[src/rtl/dac_fifo_arbiter.sv]
// Round-robin scheduler sharing one byte-wide playback FIFO read port among DAC slots.
// Grants fixed-length read bursts and routes returned bytes back to the owning slot.
module dac_fifo_arbiter #(
   parameter int unsigned NUM_SLOTS    = 4,
   parameter int unsigned SLOT_BITS    = 2,
   parameter int unsigned ADDR_WIDTH   = 11,
   parameter int unsigned BURST_LEN    = 4,
   parameter int unsigned READ_LATENCY = 2
) (
   input  logic                            clk,
   input  logic                            reset,
   input  logic                            enable,
   input  logic [NUM_SLOTS-1:0]            slot_req,
   output logic [NUM_SLOTS-1:0]            slot_grant,
   output logic [NUM_SLOTS-1:0]            slot_data_valid,
   output logic [7:0]                      slot_data,
   output logic [1:0]                      slot_byte_index,
   output logic                            fifo_read,
   output logic [SLOT_BITS-1:0]            fifo_slot,
   input  logic [7:0]                      fifo_data,
   input  logic [NUM_SLOTS*ADDR_WIDTH-1:0] fifo_addr_in,
   input  logic [NUM_SLOTS*ADDR_WIDTH-1:0] fifo_addr_out,
   output logic [NUM_SLOTS-1:0]            starved,
   input  logic                            starve_clear
);

   typedef enum logic [0:0] {StIdle, StBurst} state_e;

   state_e               state_q, state_d;
   logic [SLOT_BITS-1:0] cur_slot_q, cur_slot_d;
   logic [SLOT_BITS-1:0] last_grant_q, last_grant_d;
   logic [1:0]           cnt_q, cnt_d;
   logic [NUM_SLOTS-1:0] grant_q, grant_d;
   logic [NUM_SLOTS-1:0] starved_q, starved_d;
   logic [NUM_SLOTS-1:0] eligible, short_req;
   logic [SLOT_BITS-1:0] rr_idx, pick_slot;
   logic                 pick_found;

   // Modular subtract absorbs pointer wrap.
   for (genvar s = 0; s < NUM_SLOTS; s++) begin : g_occ
      logic [ADDR_WIDTH-1:0] occ;
      assign occ = fifo_addr_in[s*ADDR_WIDTH +: ADDR_WIDTH]
                 - fifo_addr_out[s*ADDR_WIDTH +: ADDR_WIDTH];
      assign eligible[s]  = slot_req[s] && (occ >= ADDR_WIDTH'(BURST_LEN));
      assign short_req[s] = slot_req[s] && (occ < ADDR_WIDTH'(BURST_LEN));
   end

   always_comb begin
      pick_found = 1'b0;
      pick_slot  = '0;
      rr_idx     = '0;
      for (int i = 0; i < NUM_SLOTS; i++) begin
         rr_idx = SLOT_BITS'((int'(last_grant_q) + 1 + i) % NUM_SLOTS);
         if (!pick_found && eligible[rr_idx]) begin
            pick_found = 1'b1;
            pick_slot  = rr_idx;
         end
      end
   end

   always_comb begin
      state_d      = state_q;
      cur_slot_d   = cur_slot_q;
      last_grant_d = last_grant_q;
      cnt_d        = cnt_q;
      grant_d      = '0;
      starved_d    = starved_q & ~{NUM_SLOTS{starve_clear}};
      case (state_q)
         StIdle: begin
            if (enable) begin
               starved_d = starved_d | short_req;
               if (pick_found) begin
                  state_d    = StBurst;
                  cur_slot_d = pick_slot;
                  cnt_d      = '0;
                  grant_d    = NUM_SLOTS'(1) << pick_slot;
               end
            end
         end
         StBurst: begin
            if (cnt_q == 2'(BURST_LEN - 1)) begin
               state_d      = StIdle;
               last_grant_d = cur_slot_q;
               cnt_d        = '0;
            end else begin
               cnt_d = cnt_q + 2'd1;
            end
         end
         default: state_d = StIdle;
      endcase
   end

   always_ff @(posedge clk) begin
      if (reset) begin
         state_q      <= StIdle;
         cur_slot_q   <= '0;
         last_grant_q <= SLOT_BITS'(NUM_SLOTS - 1);
         cnt_q        <= '0;
         grant_q      <= '0;
         starved_q    <= '0;
      end else begin
         state_q      <= state_d;
         cur_slot_q   <= cur_slot_d;
         last_grant_q <= last_grant_d;
         cnt_q        <= cnt_d;
         grant_q      <= grant_d;
         starved_q    <= starved_d;
      end
   end

   assign fifo_read  = (state_q == StBurst);
   assign fifo_slot  = cur_slot_q;
   assign slot_grant = grant_q;
   assign starved    = starved_q;

   // Tag pipeline matches the FIFO read latency so each byte finds its owner.
   logic [READ_LATENCY-1:0] tag_valid_q;
   logic [SLOT_BITS-1:0]    tag_slot_q [READ_LATENCY];
   logic [1:0]              tag_idx_q  [READ_LATENCY];

   always_ff @(posedge clk) begin
      if (reset) begin
         for (int i = 0; i < READ_LATENCY; i++) begin
            tag_valid_q[i] <= 1'b0;
            tag_slot_q[i]  <= '0;
            tag_idx_q[i]   <= '0;
         end
      end else begin
         tag_valid_q[0] <= fifo_read;
         tag_slot_q[0]  <= cur_slot_q;
         tag_idx_q[0]   <= cnt_q;
         for (int i = 1; i < READ_LATENCY; i++) begin
            tag_valid_q[i] <= tag_valid_q[i-1];
            tag_slot_q[i]  <= tag_slot_q[i-1];
            tag_idx_q[i]   <= tag_idx_q[i-1];
         end
      end
   end

   always_ff @(posedge clk) begin
      if (reset) begin
         slot_data_valid <= '0;
         slot_data       <= '0;
         slot_byte_index <= '0;
      end else if (tag_valid_q[READ_LATENCY-1]) begin
         slot_data_valid <= NUM_SLOTS'(1) << tag_slot_q[READ_LATENCY-1];
         slot_data       <= fifo_data;
         slot_byte_index <= tag_idx_q[READ_LATENCY-1];
      end else begin
         slot_data_valid <= '0;
      end
   end

endmodule

[config.mk]
export PLATFORM = sky130hd
export DESIGN_NAME = dac_fifo_arbiter
export DESIGN_NICKNAME = d
export VERILOG_FILES = /design/src/rtl/dac_fifo_arbiter.sv
export SDC_FILE = /design/constraint.sdc
export NUM_CORES = 1
export LEC_CHECK = 0
export BUFFER_PORTS_ARGS = -buffer_cell sky130_fd_sc_hd__buf_4
export CORE_ASPECT_RATIO = 1.25
export CORE_MARGIN = 2
export CORE_UTILIZATION = 50
export DETAILED_ROUTE_END_ITERATION = 8
export GPL_ROUTABILITY_DRIVEN = 0
export PLACE_DENSITY = 0.87
export SYNTH_ARGS = -nofsm -noshare
export SYNTH_HDL_FRONTEND = slang
export SYNTH_SLANG_ARGS = --single-unit
[constraint.sdc]
create_clock -name clk -period 4.3 [get_ports clk]
set_input_delay 0.86 -clock clk [delete_from_list [all_inputs] [get_ports clk]]
set_output_delay 0.86 -clock clk [all_outputs]
set_load 0.02 [all_outputs]
==> Flow_metrics.wiki <==
{| class="wikitable"
! Metric !! Value
|-
| Area share of the leading cell type in the synthesized netlist || 23.27%
|-
| Portion of the clock cycle consumed by the worst path in the final layout || 77.75%
|-
| Post-synthesis mux area share || 4.213%
|-
| Placement-stage worst setup slack || 0.6451 ns
|-
| CTS-repair resized insts || 0
|-
| Post-synthesis xor/xnor area fraction || 1.566%
|-
| Sinks on the clock net || 39
|-
| Post-route clock skew || 0.005217 ns
|-
| Launching element type of the critical path || primary input
|-
| Hold Crit Class || register to register
|-
| Max FO, Critical Path || 6
|-
| Top FF cell, synth || dfxtp_1
|-
| Simple-gate share of the synthesized area || 22.41%
|-
| Synthesis-to-finish area growth || 33.74%
|-
| Average instance area after synthesis || 8.028 sq um
|-
| Cell area after technology mapping || 0.003356 sq mm
|-
| Library cell occupying the most area in the post-synthesis netlist || dfxtp_1
|-
| CTS tree || yes
|-
| Compound-Gate Fraction of Synth Area || 26.44%
|-
| Ratio of cells with drive above 1 in the final layout || 26.46%
|-
| Overflow left after global routing || 0
|-
| Final antenna diode count || 0
|-
| Status || finished clean
|-
| Placeable core region || 0.006524 sq mm
|-
| Worst-case reg-to-reg path depth || 4
|-
| Setup CP Type || primary input to register
|-
| Most used standard cell by instance count after synthesis || inv_1
|-
| Routed WL per cell || 13.13 um
|-
| Area of the die || 0.007387 sq mm
|-
| Tightest Pin Transition || 0.6539 ns
|-
| Category of the worst setup path capture point || register
|-
| Max-slew headroom || 56.35%
|-
| CTS clock-pin slew for the worst setup and hold paths || 0.07 ns
|-
| Count of vias placed by the detailed router || 3528
|-
| Root Buffer Master || clkbuf_8
|-
| Number of instances in the synthesized netlist || 418
|-
| Number of global-route vias before repair || 3434
|-
| CTS H-Tree Depth || 2
|-
| Number of distinct library cell variants in the gate-level netlist after synthesis || 66
|-
| Adder-cell share of the synthesized area || 15.29%
|-
| FMAX || 299.1 MHz
|-
| Power density normalized to cell area || 219.2 mW/mm^2
|-
| Count of yosys warnings during synthesis || 0
|-
| Count of port buffers added during placement || 128
|-
| Net count, final || 692
|-
| ANT nets after route || 0
|-
| Commonest cells post-synth || inv_1 (55), ha_1 (41), dfxtp_1 (39), nor2_1 (32), a21oi_1 (26)
|-
| Seq pwr share || 38.4%
|-
| TritonCTS Buffers || 5
|-
| Clock latency reported for the late side of the worst-skew pair || 0.28 ns
|-
| Hold-fix buffers at CTS || 0
|-
| Die boundary height || 95.60 um
|-
| Pin count of the biggest net entering global routing || 34
|-
| Leakage || 0.002214 uW
|-
| Min cycle time layout || 3.343 ns
|-
| Number of antenna violations at the first check in global routing || 0
|-
| Worst Path Arrival || 3.51 ns
|-
| Async S/R FF share, synth || 0%
|-
| Switch Pwr || 311.8 uW
|-
| Depth of the worst hold-timing path || 1
|-
| Total wire length || 8.336 mm
|-
| Unrepaired setup endpoints after global routing || no
|-
| Share of synthesized area occupied by flip-flops and latches || 23.27%
|-
| Number of flops mapped to enable cells by yosys || 0
|-
| Total routing resource utilization after global routing || 22.45%
|-
| Maximum number of buffers from clock root to sink || 2
|-
| Combinational group share of total power || 38.1%
|-
| Count of unresolved DRC violations after routing || 0
|-
| Switching part of the total || 31.69%
|-
| Largest family of logic cells by synthesized area || compound AO/OA/AOI/OAI gates
|-
| Detail-routed via count per cell || 5.556
|-
| Final WS setup || 0.9566 ns
|-
| Number of DRC violations after detailed-routing iteration 0 || 139
|-
| Initial core utilization || 51.44%
|-
| Final Hold Viols || 0
|-
| Clock network power share || 23.5%
|-
| Number of ports placed on the die boundary || 129
|-
| Most area-consuming cells after synthesis || dfxtp_1 (23%), ha_1 (15%), inv_1 (6.2%)
|-
| Aggregate negative setup slack || 0 ns
|-
| Width of the die || 77.28 um
|-
| Post-detailed-placement half-perimeter wirelength || 6.997 mm
|-
| Pins Over Slew Limit || 0
|-
| Global-route wire length before repair || 13.94 mm
|-
| Filler Cell Count || 557
|-
| Peak supply drop || 0.0001504 V
|-
| Final setup violation count || 0
|-
| CP required || 4.46 ns
|-
| Number of nets produced by synthesis || 563
|-
| Number of maximum-capacitance constraint violations || 0
|-
| Flops & latches, synth || 39
|-
| Cell internal pwr || 671.9 uW
|-
| Drt pass-1 iters || 5
|-
| Number of core rows || 33
|-
| Number of buffers added for setup after CTS || 0
|}
## final timing paths
path                                    start                          end  slack [ns]
setup / recovery             fifo_addr_in[14]    fifo_slot[0]$_SDFFE_PP0P_        0.96
hold / removal    tag_slot_q[0][0]$_SDFF_PP0_  tag_slot_q[0][2]$_SDFF_PP0_        0.44
setup reg to reg         fifo_read$_SDFF_PP0_     slot_grant[1]$_SDFF_PP0_        2.89
hold reg to reg   tag_slot_q[0][0]$_SDFF_PP0_  tag_slot_q[0][2]$_SDFF_PP0_        0.44
## cells by family after synthesis
family,after synthesis
fa+ha+maj,41
simple gates,135
flops,39
compound gates,122
buf+inv,61
mux,14
xor+xnor,6
## cell type report
cell class | count | area, sq um | share of cell area [%]
sequential | 39 | 780.7 | 17.40
inverter | 55 | 206.4 | 4.600
multi-input combinational | 318 | 2346 | 52.27
timing repair buffer | 128 | 960.9 | 21.41
clock inverter | 2 | 12.51 | 0.2788
tap | 87 | 108.9 | 2.425
clock buffer | 6 | 72.57 | 1.617
## placed cells by master (no fill, tap or decap), types with 4 or more instances in the layout
master,count
o211ai_1,6
a211oi_1,7
inv_1,55
nor3_1,8
a31oi_1,4
nand2b_1,6
nand3_1,12
o2111ai_1,4
o21ai_0,16
nand2_1,20
nor2b_1,16
buf_4,128
nand4_1,4
nor4_1,4
mux2i_1,13
a21o_1,9
dfxtp_1,39
a211o_1,5
clkbuf_8,5
a21oi_1,26
o21a_1,7
ha_1,41
nor2_1,32
## worst max-delay path, cell delays in order
cell       delay (ns)
buf_4            0.11
ha_1             0.35
a21oi_1          0.25
a2bb2oi_1        0.25
nand3_1          0.11
mux2_1           0.34
a2111oi_2        0.38
a21boi_0         0.27
a32oi_1          0.29
and3_4           0.24
a211oi_2         0.06
## metrics by stage
step                instances  utilization [%]  power, uW  cell area (sq um)  hold WS, ns
finish                    635            68.80      983.7               4488       0.4362
global route              635            68.80       1050               4488       0.4491
CTS                       635            68.80      988.5               4488       0.4405
detailed placement        627            67.49      757.7               4403       0.4275
global placement          627            67.49      742.1               4403       0.4149
floorplan                 418                -      624.6               3356       0.4138
## registers in the layout, indices dropped and copies added, names as in the netlist
signal,count
slot_data,8
slot_data_valid,4
slot_grant,4
starved,4
tag_idx_q,4
tag_slot_q,4
cnt_q,2
fifo_slot,2
last_grant_q,2
slot_byte_index,2
tag_valid_q,2
fifo_read,1
## routing by layer
metal / track usage (%) / up-vias / routed length, um / share of wire, %
met5: 0 / - / 0 / 0
met4: 8.185 / 0 / 159 / 1.9
met3: 4.261 / 14 / 433 / 5.2
met2: 45.65 / 124 / 4586 / 55
met1: 22.40 / 1599 / 3156 / 38
li1: - / 1791 / - / -
## power by group through the flow
stage | Clock [uW] | Sequential [uW] | Combinational (uW)
final | 231 | 378 | 375
after global routing | 255 | 379 | 416
after CTS | 238 | 378 | 373
after detailed placement | 0 | 386 | 371
after global placement | 0 | 385 | 357
after floorplan | 0 | 390 | 235
No activity file was read; power rests on OpenSTA's default activity.
